## config.mk

```make
export PLATFORM = sky130hd
export DESIGN_NAME = arb_requester
export DESIGN_NICKNAME = d
export VERILOG_FILES = /design/src/rtl/arb_pkg.sv /design/src/rtl/arb_requester_sync_fifo.sv /design/src/rtl/arb_requester.sv
export SDC_FILE = /design/constraint.sdc
export NUM_CORES = 1
export LEC_CHECK = 0
export BUFFER_PORTS_ARGS = -buffer_cell sky130_fd_sc_hd__buf_2
export CAP_MARGIN = 20
export CORE_MARGIN = 4
export CORE_UTILIZATION = 36
export DETAILED_ROUTE_END_ITERATION = 6
export GPL_ROUTABILITY_DRIVEN = 0
export MAX_ROUTING_LAYER = met4
export PLACE_DENSITY = 0.65
export SKIP_CTS_REPAIR_TIMING = 1
export SLEW_MARGIN = 20
export SYNTH_ARGS = -nofsm -noshare
export SYNTH_HDL_FRONTEND = slang
export SYNTH_HIERARCHICAL = 1
export SYNTH_SLANG_ARGS = --single-unit
```

## constraint.sdc

```tcl
create_clock -name clk -period 2.65 [get_ports clk]
set_input_delay 0.3975 -clock clk [delete_from_list [all_inputs] [get_ports clk]]
set_output_delay 0.3975 -clock clk [all_outputs]
set_load 0.02 [all_outputs]
```

## src/rtl/arb_pkg.sv

```systemverilog
// Shared definitions for the arbiter client slots.
// State encoding and common defaults.
package arb_pkg;

    localparam int NUM_CLIENTS = 4;
    localparam int DW_DEF      = 8;

    typedef enum logic [1:0] {
        IDLE = 2'd0,
        REQ  = 2'd1,
        XFER = 2'd2,
        REL  = 2'd3
    } state_t;

endpackage

```

## src/rtl/arb_requester_sync_fifo.sv

```systemverilog
// Small synchronous FIFO with a combinational read port.
// Pointers wrap modulo DEPTH; DEPTH must be a power of two.
module sync_fifo #(
    parameter int DW    = 8,
    parameter int DEPTH = 8
) (
    input  logic                     clk,
    input  logic                     n_rst,
    input  logic                     push,
    input  logic                     pop,
    input  logic [DW-1:0]            din,
    output logic [DW-1:0]            dout,
    output logic [$clog2(DEPTH):0]   count,
    output logic                     full,
    output logic                     empty
);

    localparam int AW = $clog2(DEPTH);

    logic [DW-1:0] mem_q [DEPTH];
    logic [AW-1:0] wr_ptr_q, wr_ptr_d;
    logic [AW-1:0] rd_ptr_q, rd_ptr_d;
    logic [AW:0]   count_q, count_d;
    logic          push_ok;
    logic          pop_ok;

    assign full    = (count_q == (AW+1)'(DEPTH));
    assign empty   = (count_q == '0);
    assign push_ok = push && !full;
    assign pop_ok  = pop && !empty;
    assign dout    = mem_q[rd_ptr_q];
    assign count   = count_q;

    always_comb begin
        wr_ptr_d = wr_ptr_q;
        rd_ptr_d = rd_ptr_q;
        count_d  = count_q;
        if (push_ok) wr_ptr_d = wr_ptr_q + AW'(1);
        if (pop_ok)  rd_ptr_d = rd_ptr_q + AW'(1);
        case ({push_ok, pop_ok})
            2'b10:   count_d = count_q + (AW+1)'(1);
            2'b01:   count_d = count_q - (AW+1)'(1);
            default: count_d = count_q;
        endcase
    end

    always_ff @(posedge clk) begin
        if (!n_rst) begin
            wr_ptr_q <= '0;
            rd_ptr_q <= '0;
            count_q  <= '0;
        end else begin
            wr_ptr_q <= wr_ptr_d;
            rd_ptr_q <= rd_ptr_d;
            count_q  <= count_d;
        end
    end

    always_ff @(posedge clk) begin
        if (push_ok) mem_q[wr_ptr_q] <= din;
    end

endmodule

```

## src/rtl/arb_requester.sv

```systemverilog
// Requesting agent for one slot of the fixed-priority arbiter.
// Buffers producer words and streams bounded bursts per grant.
module arb_requester
    import arb_pkg::*;
#(
    parameter int DW        = DW_DEF,
    parameter int DEPTH     = 8,
    parameter int MAX_BURST = 4,
    parameter int TIMEOUT   = 64
) (
    input  logic                   clk,
    input  logic                   n_rst,
    input  logic                   wr_valid,
    input  logic [DW-1:0]          wr_data,
    output logic                   wr_ready,
    output logic                   req,
    input  logic                   gnt,
    output logic                   bus_valid,
    output logic [DW-1:0]          bus_data,
    output logic                   bus_last,
    output logic [$clog2(DEPTH):0] fifo_count,
    output logic                   busy,
    output logic                   starve_err
);

    localparam int CW = $clog2(DEPTH) + 1;
    localparam int BW = $clog2(MAX_BURST) + 1;
    localparam int TW = $clog2(TIMEOUT);

    state_t        state_q, state_d;
    logic          req_q, req_d;
    logic          bus_valid_q, bus_valid_d;
    logic [DW-1:0] bus_data_q, bus_data_d;
    logic          bus_last_q, bus_last_d;
    logic          starve_q, starve_d;
    logic [TW-1:0] wait_q, wait_d;
    logic [BW-1:0] beat_q, beat_d;
    logic [BW-1:0] burst_len_q, burst_len_d;

    logic          pop;
    logic          fifo_full;
    logic          fifo_empty;
    logic [DW-1:0] fifo_dout;
    logic [CW-1:0] count;

    sync_fifo #(
        .DW    (DW),
        .DEPTH (DEPTH)
    ) u_fifo (
        .clk   (clk),
        .n_rst (n_rst),
        .push  (wr_valid),
        .pop   (pop),
        .din   (wr_data),
        .dout  (fifo_dout),
        .count (count),
        .full  (fifo_full),
        .empty (fifo_empty)
    );

    always_comb begin
        state_d     = state_q;
        req_d       = 1'b0;
        bus_valid_d = 1'b0;
        bus_data_d  = '0;
        bus_last_d  = 1'b0;
        starve_d    = starve_q;
        wait_d      = wait_q;
        beat_d      = beat_q;
        burst_len_d = burst_len_q;
        pop         = 1'b0;
        unique case (state_q)
            IDLE: begin
                wait_d = '0;
                if (count != '0) begin
                    state_d = REQ;
                    req_d   = 1'b1;
                end
            end
            REQ: begin
                req_d = 1'b1;
                if (gnt) begin
                    if (count >= CW'(MAX_BURST))
                        burst_len_d = BW'(MAX_BURST);
                    else
                        burst_len_d = BW'(count);
                    beat_d  = '0;
                    wait_d  = '0;
                    state_d = XFER;
                end else begin
                    if (wait_q != TW'(TIMEOUT-1))
                        wait_d = wait_q + TW'(1);
                    if (wait_d == TW'(TIMEOUT-1))
                        starve_d = 1'b1;
                end
            end
            XFER: begin
                if (gnt && !fifo_empty) begin
                    pop         = 1'b1;
                    bus_valid_d = 1'b1;
                    bus_data_d  = fifo_dout;
                    beat_d      = beat_q + BW'(1);
                    if (beat_q == burst_len_q - BW'(1)) begin
                        bus_last_d = 1'b1;
                        state_d    = REL;
                    end else begin
                        req_d = 1'b1;
                    end
                end else begin
                    state_d = REL;
                end
            end
            REL: begin
                // req returns together with IDLE so the gap is one cycle
                state_d = IDLE;
                req_d   = (count != '0);
            end
            default: state_d = IDLE;
        endcase
    end

    always_ff @(posedge clk) begin
        if (!n_rst) begin
            state_q     <= IDLE;
            req_q       <= 1'b0;
            bus_valid_q <= 1'b0;
            bus_data_q  <= '0;
            bus_last_q  <= 1'b0;
            starve_q    <= 1'b0;
            wait_q      <= '0;
            beat_q      <= '0;
            burst_len_q <= '0;
        end else begin
            state_q     <= state_d;
            req_q       <= req_d;
            bus_valid_q <= bus_valid_d;
            bus_data_q  <= bus_data_d;
            bus_last_q  <= bus_last_d;
            starve_q    <= starve_d;
            wait_q      <= wait_d;
            beat_q      <= beat_d;
            burst_len_q <= burst_len_d;
        end
    end

    assign wr_ready   = !fifo_full;
    assign req        = req_q;
    assign bus_valid  = bus_valid_q;
    assign bus_data   = bus_data_q;
    assign bus_last   = bus_last_q;
    assign fifo_count = count;
    assign busy       = (state_q != IDLE);
    assign starve_err = starve_q;

endmodule

```

==> flow_summary.toml <==
[status]
status = "finished, final reports clean"

[synth]
ys_top_cells_by_count = "edfxtp_1 (64), dfxtp_1 (39), nand2_1 (20), mux4_2 (16), ha_1 (11)"
synth-async-reset-ratio_pct = 0
yosys_warnings = 6
synth_compound_area_share_pct = 6.38
yosys.area.top_type_share_pct = 44.7
synth_edf_count = 64
syn_area_per_cell_sq_um = 14.6
synth-simple-area-share_pct = 10.9
muxShareOfSynthArea_pct = 11.7
synth_top_family_by_area = "multiplexers"
netlist_instances = 295
netlist_top_cells_area = "edfxtp_1 (45%), dfxtp_1 (18%), mux4_2 (8.4%)"
syn_nets = 318
syn_area_sq_um = 4300
synth-xor-area-share_pct = 2.56
yosysMostFrequentCell = "edfxtp_1"
synth-seq-area-share_pct = 62.9
synth_top_area_cell = "edfxtp_1"
synth.distinct_cells = 50
ys_ff_latch = 103
synth_flop_cell = "edfxtp_1"
synthAdderAreaFrac_pct = 3.20

[floorplanning]
fp.dieH_microns = 117
core.rowCount = 39
boundaryPins = 30
core-area_sq_um = 11600
initial_utilization_pct = 37.2
design.die.area_sq_um = 13800
die_w_microns = 117

[sta]
min_period_ps = 2440
finalSetupTns_ps = 0
setup_viol = 0
rsz0062_at_grt = "no"
tightest_slew_ps = 635
final_max_slew_viol_count = 0
skew_ps = 9.49
max-slew-margin-rel_pct = 57.6
hold_ws_ps = 328
hold_viol_final = 0
fmax_mhz = 410
final.period_utilization_pct = 92.0

[setup_path]
crit_buf_inv = 1
critical_path_class = "flop to flop"
crit_required_ps = 2920
critical_path_arrival_ps = 2710
worstPathCellList = "nor4_2 > nand3b_1 > inv_1 > o41a_1 > ha_2 > xor2_1 > ha_1 > a21oi_1 > xor2_1 > or3_1 > a21boi_0"
cp_max_fo = 11
start_kind = "flop"
path_common_cell = "xor2_1"
critPathTopFamily = "simple AND/OR/NAND/NOR gates"
slowest_delay_ps = 380
end_kind = "flop"
worst_path_max_delay_cell = "dfxtp_2"

[clock_network]
cts_tree = "done"
htreeDepth = 3
clockBufferDepth = 2
cts_sinks = 103
clock_latency_ps = 340
path_clk_slew_ps = 70
cts_made_buffers = 9
clockRootBuffer = "clkbuf_16"

[global_route]
grt_pass1_wl_mm = 13.0
gr-usage-met2_pct = 20.1
busiest_layer = "met2"
grt_overflow = 0
grt_use_met3_pct = 2.78
antenna_found_initial = 0
gr-usage-met1_pct = 16.7
grt_max_degree = 40
first_global_vias = 2502
grt_usage_pct = 13.0

[drt]
drt_wl_total_mm = 7.91
post_drt_wl_per_cell_microns = 16.3
drt_iter0_drc = 145
drt-vias-per-instance = 5.05
drc = 0
ant_nets = 0
first_pass_iters = 6
num_vias = 2454

[pwr]
power_density_nw_per_um2 = 710
vdd_ir_drop_max_uv = 306
p_leak_nw = 1.80
p_comb_share_pct = 13.5
switching_share_pct = 25.6
p_switching_uw = 901
internal_power_mw = 2.62
pwr-share-clk_pct = 35.0
power_frac_seq_pct = 51.4

[finish]
nNetsFinal = 361
diodes = 0
areaGrowthSynthToFinish_pct = 15.3
drive_gt1_share_pct = 28.0
multi_input_area_sq_um = 1500
seqCellArea_sq_um = 2710
layoutNonFillerInstCount = 486
stdcell_area_sq_um = 4960
n_fill_cell = 1050

[placement]
port_buffers = 29
placed_cells = 469
dpl_cell_area_sq_um = 4660
detailed_place_hpwl_mm = 5.32

[job]
timing.max_cap.violations = 0

[hold_path]
hp-class = "primary input to flop"
==> worst register-to-register path, delay by kind of cell, from the launching register on <==
| family | cells | cell delay (ps) |
|---|---|---|
| buf+inv | 1 | 80 |
| simple gates | 3 | 840 |
| compound gates | 3 | 420 |
| flops | 1 | 380 |
| xor+xnor | 2 | 250 |
| fa+ha+maj | 2 | 410 |
==> layout by cell type (no fill, tap or decap), types with 5 or more instances in the layout <==
cell type	n
buf_2	29
buf_4	15
nor3_1	6
nor2b_1	5
and3_1	8
dfxtp_1	37
nand2b_1	5
nor2_1	8
and2_1	9
nand2_1	20
xor2_1	6
ha_1	10
mux2_2	9
clkbuf_16	9
inv_1	9
a21oi_1	7
edfxtp_1	64
mux4_2	16
==> worst paths after layout <==
kind                                 from                            to  slack, ps  cells past startpoint
max          u_fifo/count[1]$_SDFFE_PN0P_  u_fifo/count[2]$_SDFFE_PN0P_        210                     11
min                            wr_data[1]  u_fifo/mem_q[4][1]$_DFFE_PP_        330                      1
max reg2reg  u_fifo/count[1]$_SDFFE_PN0P_  u_fifo/count[2]$_SDFFE_PN0P_        210                     11
min reg2reg       starve_err$_SDFFE_PN0P_       starve_err$_SDFFE_PN0P_        470                      2
==> registers in the layout, summed over array words and instances, names as in the netlist, named ones only <==
signal	cells
u_fifo/wr_ptr_q	3
u_fifo/rd_ptr_q	3
state_q	2
beat_q	3
u_fifo/count	4
starve_err	1
wait_q	6
u_fifo/mem_q	64
req	1
bus_valid	1
bus_data	8
burst_len_q	3
bus_last	1
==> stage by stage <==
step | total power [mW] | utilization, % | setup slack (ps)
after floorplan | 2.18 | - | 3.45
after global placement | 2.30 | 40.3 | 209
after detailed placement | 2.32 | 40.3 | 127
after CTS | 3.56 | 42.7 | 97.9
after global routing | 3.69 | 42.9 | 25.8
final | 3.52 | 42.9 | 212
==> cell families (layout without fill, tap and decap cells) <==
logic type	after synthesis	count (layout)
AO/OA/AOI/OAI	37	37
XOR/XNOR	11	11
adder cells (fa/ha/maj)	11	11
buffers and inverters	21	69
flip-flops	103	103
multiplexers	29	29
AND/OR/NAND/NOR	83	83
==> routing by layer <==
metal  share of wire, %  vias up
met5                  0        -
met4                1.8        0
met3                3.6        7
met2                 49       40
met1                 45     1209
li1                   -     1198
==> layout make-up <==
type / count / area share (%)
sequential: 103 / 54.6
multi-input combinational: 171 / 30.3
timing repair buffer: 44 / 5.20
clock buffer: 9 / 4.54
tap: 143 / 3.61
clock inverter: 7 / 1.09
inverter: 9 / 0.682
==> power by group through the flow <==
stage / clock [mW] / sequential, mW / combinational, mW
floorplan: 0 / 1.85 / 0.327
global placement: 0 / 1.84 / 0.463
detailed placement: 0 / 1.84 / 0.476
CTS: 1.27 / 1.81 / 0.479
global route: 1.34 / 1.82 / 0.534
finish: 1.23 / 1.81 / 0.476
Note: power is estimated with default switching activity, not from simulation.
